--- config.mk ---
export PLATFORM = sky130hd
export DESIGN_NAME = key_event_queue
export DESIGN_NICKNAME = d
export VERILOG_FILES = /design/src/rtl/key_pkg.sv /design/src/rtl/key_fifo.sv /design/src/rtl/key_event_queue.sv
export SDC_FILE = /design/constraint.sdc
export NUM_CORES = 1
export LEC_CHECK = 0
export CORE_MARGIN = 4
export CORE_UTILIZATION = 52
export DETAILED_ROUTE_END_ITERATION = 10
export PLACE_DENSITY = 0.78
export SLEW_MARGIN = 20
export SYNTH_ARGS = -nofsm -noshare
export SYNTH_HDL_FRONTEND = slang
export SYNTH_SLANG_ARGS = --single-unit
--- constraint.sdc ---
create_clock -name clk -period 2.35 [get_ports clk]
set_input_delay 0.235 -clock clk [delete_from_list [all_inputs] [get_ports clk]]
set_output_delay 0.235 -clock clk [all_outputs]
set_load 0.01 [all_outputs]
--- src/rtl/key_pkg.sv ---
// Shared constants and helpers for the keypad event path: key count, code width,
// priority pick of the lowest pressed key and its one-hot mask.
package key_pkg;

  localparam int NKEYS = 16;
  localparam int KEY_W = 4;

  function automatic logic [KEY_W-1:0] lowest_idx(input logic [NKEYS-1:0] v);
    lowest_idx = '0;
    for (int i = NKEYS - 1; i >= 0; i--) begin
      if (v[i]) lowest_idx = i[KEY_W-1:0];
    end
  endfunction

  function automatic logic [NKEYS-1:0] onehot(input logic [KEY_W-1:0] idx);
    onehot = '0;
    onehot[idx] = 1'b1;
  endfunction

endpackage

--- src/rtl/key_fifo.sv ---
// Show-ahead FIFO: rd_data always presents the head entry (zero when empty).
// A push into a full FIFO is accepted only if a pop happens in the same cycle.
module key_fifo
  import key_pkg::*;
#(
  parameter int DEPTH = 8,
  parameter int WIDTH = KEY_W,
  localparam int AW = $clog2(DEPTH)
) (
  input  logic             clk,
  input  logic             rst,
  input  logic             push,
  input  logic [WIDTH-1:0] wr_data,
  input  logic             pop,
  output logic [WIDTH-1:0] rd_data,
  output logic             full,
  output logic             empty,
  output logic [AW:0]      count
);

  logic [WIDTH-1:0] mem [DEPTH];
  logic [AW-1:0]    wr_ptr;
  logic [AW-1:0]    rd_ptr;
  logic             push_eff;
  logic             pop_eff;

  assign full     = (count == (AW + 1)'(DEPTH));
  assign empty    = (count == '0);
  assign pop_eff  = pop & ~empty;
  assign push_eff = push & (~full | pop_eff);
  assign rd_data  = empty ? '0 : mem[rd_ptr];

  always_ff @(posedge clk) begin
    if (push_eff) mem[wr_ptr] <= wr_data;
  end

  // Pointers wrap naturally because DEPTH is a power of two.
  always_ff @(posedge clk or posedge rst) begin
    if (rst) begin
      wr_ptr <= '0;
      rd_ptr <= '0;
      count  <= '0;
    end else begin
      if (push_eff) wr_ptr <= wr_ptr + AW'(1);
      if (pop_eff)  rd_ptr <= rd_ptr + AW'(1);
      case ({push_eff, pop_eff})
        2'b10:   count <= count + (AW + 1)'(1);
        2'b01:   count <= count - (AW + 1)'(1);
        default: count <= count;
      endcase
    end
  end

endmodule

--- src/rtl/key_event_queue.sv ---
// Turns debounced key levels into a queue of press codes, lowest index first.
// Optional auto-repeat of a single held key is enabled with KEY_REPEAT_EN.
module key_event_queue
  import key_pkg::*;
#(
  parameter int          FIFO_DEPTH   = 8,
  parameter logic [23:0] REPEAT_DELAY = 24'd5000000,
  parameter logic [23:0] REPEAT_RATE  = 24'd1000000
) (
  input  logic                         clk,
  input  logic                         rst,
  input  logic [NKEYS-1:0]             btn,
  input  logic                         key_ready,
  input  logic                         ovf_clr,
  output logic                         key_valid,
  output logic [KEY_W-1:0]             key_code,
  output logic [$clog2(FIFO_DEPTH):0]  key_count,
  output logic                         overflow,
  output logic                         any_down
);

  // Handshake: a code is consumed on every cycle where key_valid and key_ready
  // are both high; key_ready alone has no effect, and key_code holds until consumed.
  logic [NKEYS-1:0] s1, s2, prev, pending;
  logic [NKEYS-1:0] rise, rep, cand;
  logic [KEY_W-1:0] push_idx;
  logic             pop, push, full, empty, ovf_set;

  assign rise     = s2 & ~prev;
  assign cand     = pending | rise | rep;
  assign pop      = key_valid & key_ready;
  assign push     = (cand != '0) && (!full || pop);
  assign push_idx = lowest_idx(cand);
  assign ovf_set  = |(rise & pending);
  assign any_down = |s2;
  assign key_valid = ~empty;

  always_ff @(posedge clk or posedge rst) begin
    if (rst) begin
      s1       <= '0;
      s2       <= '0;
      prev     <= '0;
      pending  <= '0;
      overflow <= 1'b0;
    end else begin
      s1   <= btn;
      s2   <= s1;
      prev <= s2;
      pending <= push ? (cand & ~onehot(push_idx)) : cand;
      if (ovf_set)      overflow <= 1'b1;
      else if (ovf_clr) overflow <= 1'b0;
    end
  end

`ifdef KEY_REPEAT_EN
  logic [23:0] rep_cnt;
  logic        held_one, rep_fire;

  assign held_one = (s2 != '0) && ((s2 & (s2 - 16'd1)) == '0);
  assign rep_fire = held_one && (s2 == prev) && (rep_cnt == REPEAT_DELAY - 24'd1);
  assign rep      = rep_fire ? s2 : '0;

  // After the first repeat the counter restarts so the next one lands REPEAT_RATE later.
  always_ff @(posedge clk or posedge rst) begin
    if (rst)                         rep_cnt <= '0;
    else if (!held_one || s2 != prev) rep_cnt <= '0;
    else if (rep_fire)               rep_cnt <= REPEAT_DELAY - REPEAT_RATE;
    else                             rep_cnt <= rep_cnt + 24'd1;
  end
`else
  logic unused_repeat_cfg;
  assign unused_repeat_cfg = ^{REPEAT_DELAY, REPEAT_RATE};
  assign rep = '0;
`endif

  key_fifo #(.DEPTH(FIFO_DEPTH), .WIDTH(KEY_W)) u_fifo (
    .clk     (clk),
    .rst     (rst),
    .push    (push),
    .wr_data (push_idx),
    .pop     (pop),
    .rd_data (key_code),
    .full    (full),
    .empty   (empty),
    .count   (key_count)
  );

endmodule

# == Word level (Yosys, flattened, before mapping) ==
# Memories as Yosys holds them, arrays and structs flattened.
# Cells that the tools add are included.
# totals
reg_bits,75
ram_bits,32
inputBits,20
elab_cells,65
mem_count,1
# memory_table
memory,words,word_bits,rd,rd_clocked_by_memory_dff,wr,line_no,source
u_fifo.mem,8,4,1,0,1,key_fifo.sv:21,logic [WIDTH-1:0] mem [DEPTH];
# classes
add_sub_neg,4
order_cmp,2
n_eq_ne,3
n_mux,25
n_bitwise,12
reduce_logical,10
# ops
cell,count
$mux W4,17
$and A16 B16 Y16,3
$not A16 Y16,2
$reduce_or A16 Y1,2
$mux W16,1
$or A16 B16 Y16,1
$reduce_bool A16 Y1,1
$pmux W4 S2,1
$add A3 B1 Y3 const B,2
$lt A4 B5 Y1 const B,1
$mux W1,5
$add A4 B1 Y4 const B,1
$demux W1 S4,1
$eq A4 B4 Y1 const B,1
$ge A4 B1 Y1 const B,1
$logic_not A4 Y1,1
$reduce_bool A2 Y1,2
$sub A4 B1 Y4 const B,1
$and A1 B1 Y1,3
$eq A2 B1 Y1 const B,1
$eq A2 B2 Y1 const B,1
$logic_and A1 B1 Y1,2
$not A1 Y1,2
$logic_not A1 Y1,1
2 further kinds,2

# == Longest topological paths before layout ==
# logic_depth
ltp_word,26
depth_mapped,11
depth_no_buf,11

# == Modules after synthesis ==
# A second synthesis with hierarchy kept.
# hier_totals
hier_cells,304
area_unflattened_um2,4224.1
# modules_own_cells
module,n_inst,cells_each,area_per_inst_um2,seq_area_each_um2
key_event_queue,1,182,2341.0,1626.6
key_fifo,1,122,1883.1,1211.2

# == Worst setup path after synthesis ==
# No wires, ideal clock.
# synth_timing
path_type,register to register
from,register u_fifo.count[0]
to,register u_fifo.count[3]
setup_ns,0.128
t_arrival_ns,2.502
required_ns,2.222
setup_slack_ns,-0.280
path_stages_with_launch,12
path_buffers,0
cell_sequence,dfrtp_1 nor4_1 inv_1 nand2_1 inv_1 ha_1 ha_1 a21o_1 a21oi_1 xnor2_1 nor2_1 xor2_1
# synth_via
elab_chain_cells,8
elab_cells_between_ends,17
cone_classes,add/sub: 2; eq/ne: 3; mux: 1; bitwise: 6; reduce/logical: 5
# synth_rtl
element,line_no,source
"start, declared",key_fifo.sv:18,output logic [AW:0] count
"start signal, assigned",key_fifo.sv:47,2'b10: count <= count + (AW + 1)'(1);
"start signal, assigned",key_fifo.sv:48,2'b01: count <= count - (AW + 1)'(1);
"start signal, assigned",key_fifo.sv:49,default: count <= count;
$logic_not A4 Y1 *,key_fifo.sv:28,assign empty = (count == '0);
$not A1 Y1 *,key_event_queue.sv:36,assign key_valid = ~empty;
via key_valid,key_event_queue.sv:15,"output logic key_valid,"
$and A1 B1 Y1,key_event_queue.sv:31,assign pop = key_valid & key_ready;
$and A1 B1 Y1 *,key_fifo.sv:29,assign pop_eff = pop & ~empty;
via u_fifo.pop_eff,key_fifo.sv:25,logic pop_eff;
$or A1 B1 Y1,key_fifo.sv:30,assign push_eff = push & (~full | pop_eff);
$and A1 B1 Y1,key_fifo.sv:30,
$eq A2 B1 Y1 / $eq A2 B2 Y1 (equally long branches),key_fifo.sv:46,"case ({push_eff, pop_eff})"
$pmux W4 S2 / $reduce_bool A2 Y1 (equally long branches),--,
# Mark *: on every way through the listed nets, which the timed path passes. The rest lies on a longest branch.
# A chain may end at the register's enable or synchronous reset.

# == Final worst setup path ==
# layout_timing
from,register s2[15]
to,register u_fifo.count[3]
# layout_via
elab_chain_cells,7
elab_cells_between_ends,9
cone_classes,eq/ne: 2; mux: 1; bitwise: 3; reduce/logical: 3
# layout_rtl
element,line_no,source
"start, declared",key_event_queue.sv:24,"logic [NKEYS-1:0] s1, s2, prev, pending;"
"start signal, assigned",key_event_queue.sv:41,s2 <= '0;
"start signal, assigned",key_event_queue.sv:47,s2 <= s1;
$and A16 B16 Y16 *,key_event_queue.sv:29,assign rise = s2 & ~prev;
$or A16 B16 Y16 *,key_event_queue.sv:30,assign cand = pending | rise | rep;
$reduce_bool A16 Y1 *,key_event_queue.sv:32,assign push = (cand != '0) && (!full || pop);
$logic_and A1 B1 Y1 *,key_event_queue.sv:32,
$and A1 B1 Y1 *,key_fifo.sv:30,
$eq A2 B1 Y1 / $eq A2 B2 Y1 (equally long branches),key_fifo.sv:46,
$pmux W4 S2 / $reduce_bool A2 Y1 (equally long branches),--,
# Every way passes the cells marked *; elsewhere a longest branch is shown, timed or not.

==> results.yml <==
route:
  dr_total_vias: 2717
  routedWlPerCell_um: 16.5
  drtAntennaViolNets: 0
  wl_um: 8520
  first_iter_violations: 180
  drcViolationCount: 0
  dr_wl_met2_um: 4510
  first_pass_iters: 5
  wl_met3_um: 363
  route.layer.met1.wl_um: 3380
  viasPerCell: 5.27
  highest_layer: "met4"
placement:
  hpwl_um: 6350
  place_congestion: 0.906
  postPlaceCellArea_um2: 5220
  io_buffers: 30
sta:
  fin_skew_ns: 0.0167
  tightest_slew_ns: 0.566
  fin_tns_setup_ns: -0.0883
  fmax_ghz: 0.410
  relSlewSlack: 0.622
  post-route-min-period_ns: 2.44
  worst_slack_ns: -0.0883
  hold_viol_final: 0
  slew_violations: 0
  hold_ws_ns: 0.205
  period_share: 1.04
  rsz0062_at_grt: "true"
  finalSetupViolations: 1
worst_setup_path:
  critPathMaxStageDelay_ns: 0.39
  start_kind: "flip-flop"
  r2r_slack_ns: -0.09
  critPathKind: "flip-flop to flip-flop"
  crit_path_end_kind: "flip-flop"
  critPathSlowestCell: "dfrtp_1"
  cp_max_fo: 2
  crit_chain: "and2b_2, nor4_4, nand3_2, o31ai_4, ha_4, ha_4, a21o_1, a21oi_2, xnor2_1, nor2_1, xor2_1"
  cp.required_ns: 2.61
  crit_arrival_ns: 2.70
  crit_top_cell: "ha_4"
synth:
  synth_compound_area_frac: 0.0681
  synth.most_common_cell: "dfrtp_1"
  ys_types: 55
  synth_fa_ha_area_frac: 0.0194
  ys_ff_latch: 107
  synthSimpleGateAreaFrac: 0.154
  synth_top_area_frac: 0.442
  synth.avg_cell_area_um2: 14.6
  syn_nets: 317
  syn_area_um2: 4250
  muxShareOfSynthArea: 0.0604
  synth_top_family_by_area: "simple AND/OR/NAND/NOR gates"
  ys_top_cells_by_count: "75 x dfrtp_1, 36 x nor2_1, 32 x edfxtp_1, 12 x inv_1"
  synthTopCellsByArea: "dfrtp_1 44%, edfxtp_1 23%, mux4_2 4.2%"
  synth-xor-area-share: 0.0165
  ys_seq_area_frac: 0.668
  synth_top_flop_cell: "dfrtp_1"
  syn_inst: 291
  synth_area_leader_cell: "dfrtp_1"
  synth_edf_count: 32
  ys.warnings.count: 0
  synth-async-reset-ratio: 0.701
power:
  p_per_area_nw_per_um2: 946
  total_power_w: 0.00531
  peakVddDrop_mv: 0.643
  p_leak_nw: 2.32
cells_and_area:
  nNetsFinal: 435
  ff_latch_area_um2: 2840
  finalInstanceArea_um2: 5610
  diodes: 0
  synthToLayoutAreaGrowth_pct: 32.1
  multi_input_area_um2: 1460
  fin_util: 0.715
  drive_gt1_frac: 0.355
  n_fill_cell: 563
global_routing:
  grt_pass1_wl_um: 14600
  antenna_found_initial: 0
  grt_use_total: 0.195
  grt_pass1_vias: 2941
  grt_max_degree: 41
  overflow: 0
run:
  cap_violations: 0
die:
  start_util: 0.541
  die_area_um2: 9680
  rows: 32
  fp.coreArea_um2: 7850
  io_pins: 31
  die_w_um: 98.4
  die_h_um: 98.4
run_status:
  status: "finished, violations left"
  violations: "negative setup slack"
hold_path:
  hold_class: "input port to asynchronous set/reset pin"
clocking:
  cts_buffers: 9
  clk_pin_slew_ns: 0.10
  cts_tree: "yes"
  worstSkewPairLatency_ns: 0.37
  h-tree-depth: 3
  cts_max_path_buffers: 2
  root_buffer: "clkbuf_8"
  cts.sinks: 107
==> through the flow <==
stage                     cells  setup WS (ns)
final                       516        -0.0883
after global routing        516         -0.201
after CTS                   514         -0.196
after detailed placement    492         -0.273
after global placement      492         -0.170
after floorplan             291         -0.209
==> critical path: cells and delay by family (launching register included) <==
kind | cells | cell delay [ns]
flops | 1 | 0.39
simple gates | 4 | 0.63
xor+xnor | 2 | 0.28
compound gates | 3 | 0.65
fa+ha+maj | 2 | 0.38
==> where the power goes <==
group          internal, W  switching (W)  total, W  leakage [nW]
registers          0.00228       0.000221   0.00250          1.15
clock network     0.000508       0.000586   0.00109        0.0949
logic             0.000951       0.000767   0.00172          1.08
==> sequential cells by signal, summed over array words and instances (netlist names) <==
register and count:
s1 16, u_fifo.count 4, u_fifo.rd_ptr 3, s2 16
u_fifo.wr_ptr 3, prev 16, overflow 1, pending 16
u_fifo.mem 32
==> logic make-up (layout without fill, tap and decap cells) <==
| kind of cell | Yosys count | count (layout) |
|---|---|---|
| xor gates and xnor gates | 8 | 8 |
| buffers and inverters | 15 | 138 |
| adders and majority gates | 6 | 6 |
| and+or+nand+nor | 102 | 102 |
| muxes | 15 | 15 |
| DFF | 107 | 107 |
| AOI/OAI and AO/OA | 38 | 38 |
==> placed cells by master (no fill, tap or decap), drive strengths merged, types with 11 or more instances in the layout <==
cell,count
nor2b,14
nand2,11
nor4,15
buf,79
inv,14
clkbuf,12
a21oi,11
edfxtp,32
clkdlybuf4s50,26
nor2,37
dfrtp,75
==> worst paths after layout <==
path / startpoint / endpoint / cells after the start
worst max-delay path: s2[15] / u_fifo.count[3] / 11
worst min-delay path: rst / pending[1] / 2
worst max register to register: s2[15] / u_fifo.count[3] / 11
worst min register to register: s1[6] / s2[6] / 0
max in group asynchronous: rst / pending[6] / 3
min in group clk: btn[12] / s1[12] / 1
==> layer usage <==
layer,GRT usage,vias to the layer above
li1,-,1296
met1,0.237,1335
met2,0.330,65
met3,0.0436,21
met4,0.0956,0
met5,0,-
==> final cells by class <==
cell class,count,area share
Sequential cell,107,0.506
Multi-Input combinational cell,169,0.261
Timing Repair Buffer,110,0.168
Clock buffer,12,0.0248
Tap cell,102,0.0227
Clock inverter,4,0.00892
Inverter,12,0.00847
==> repair_timing <==
| item | CTS | global route |
|---|---|---|
| gates resized for setup | 18 | 10 |
| gates cloned | 1 | 0 |
| hold buffers | 0 | 0 |
| buffers inserted | 5 | 2 |
| pin swaps | 10 | 8 |
| endpoints found under the hold margin | 0 | 0 |
| endpoints found under the setup margin | 8 | 20 |
Note: power is estimated with default switching activity, not from simulation.
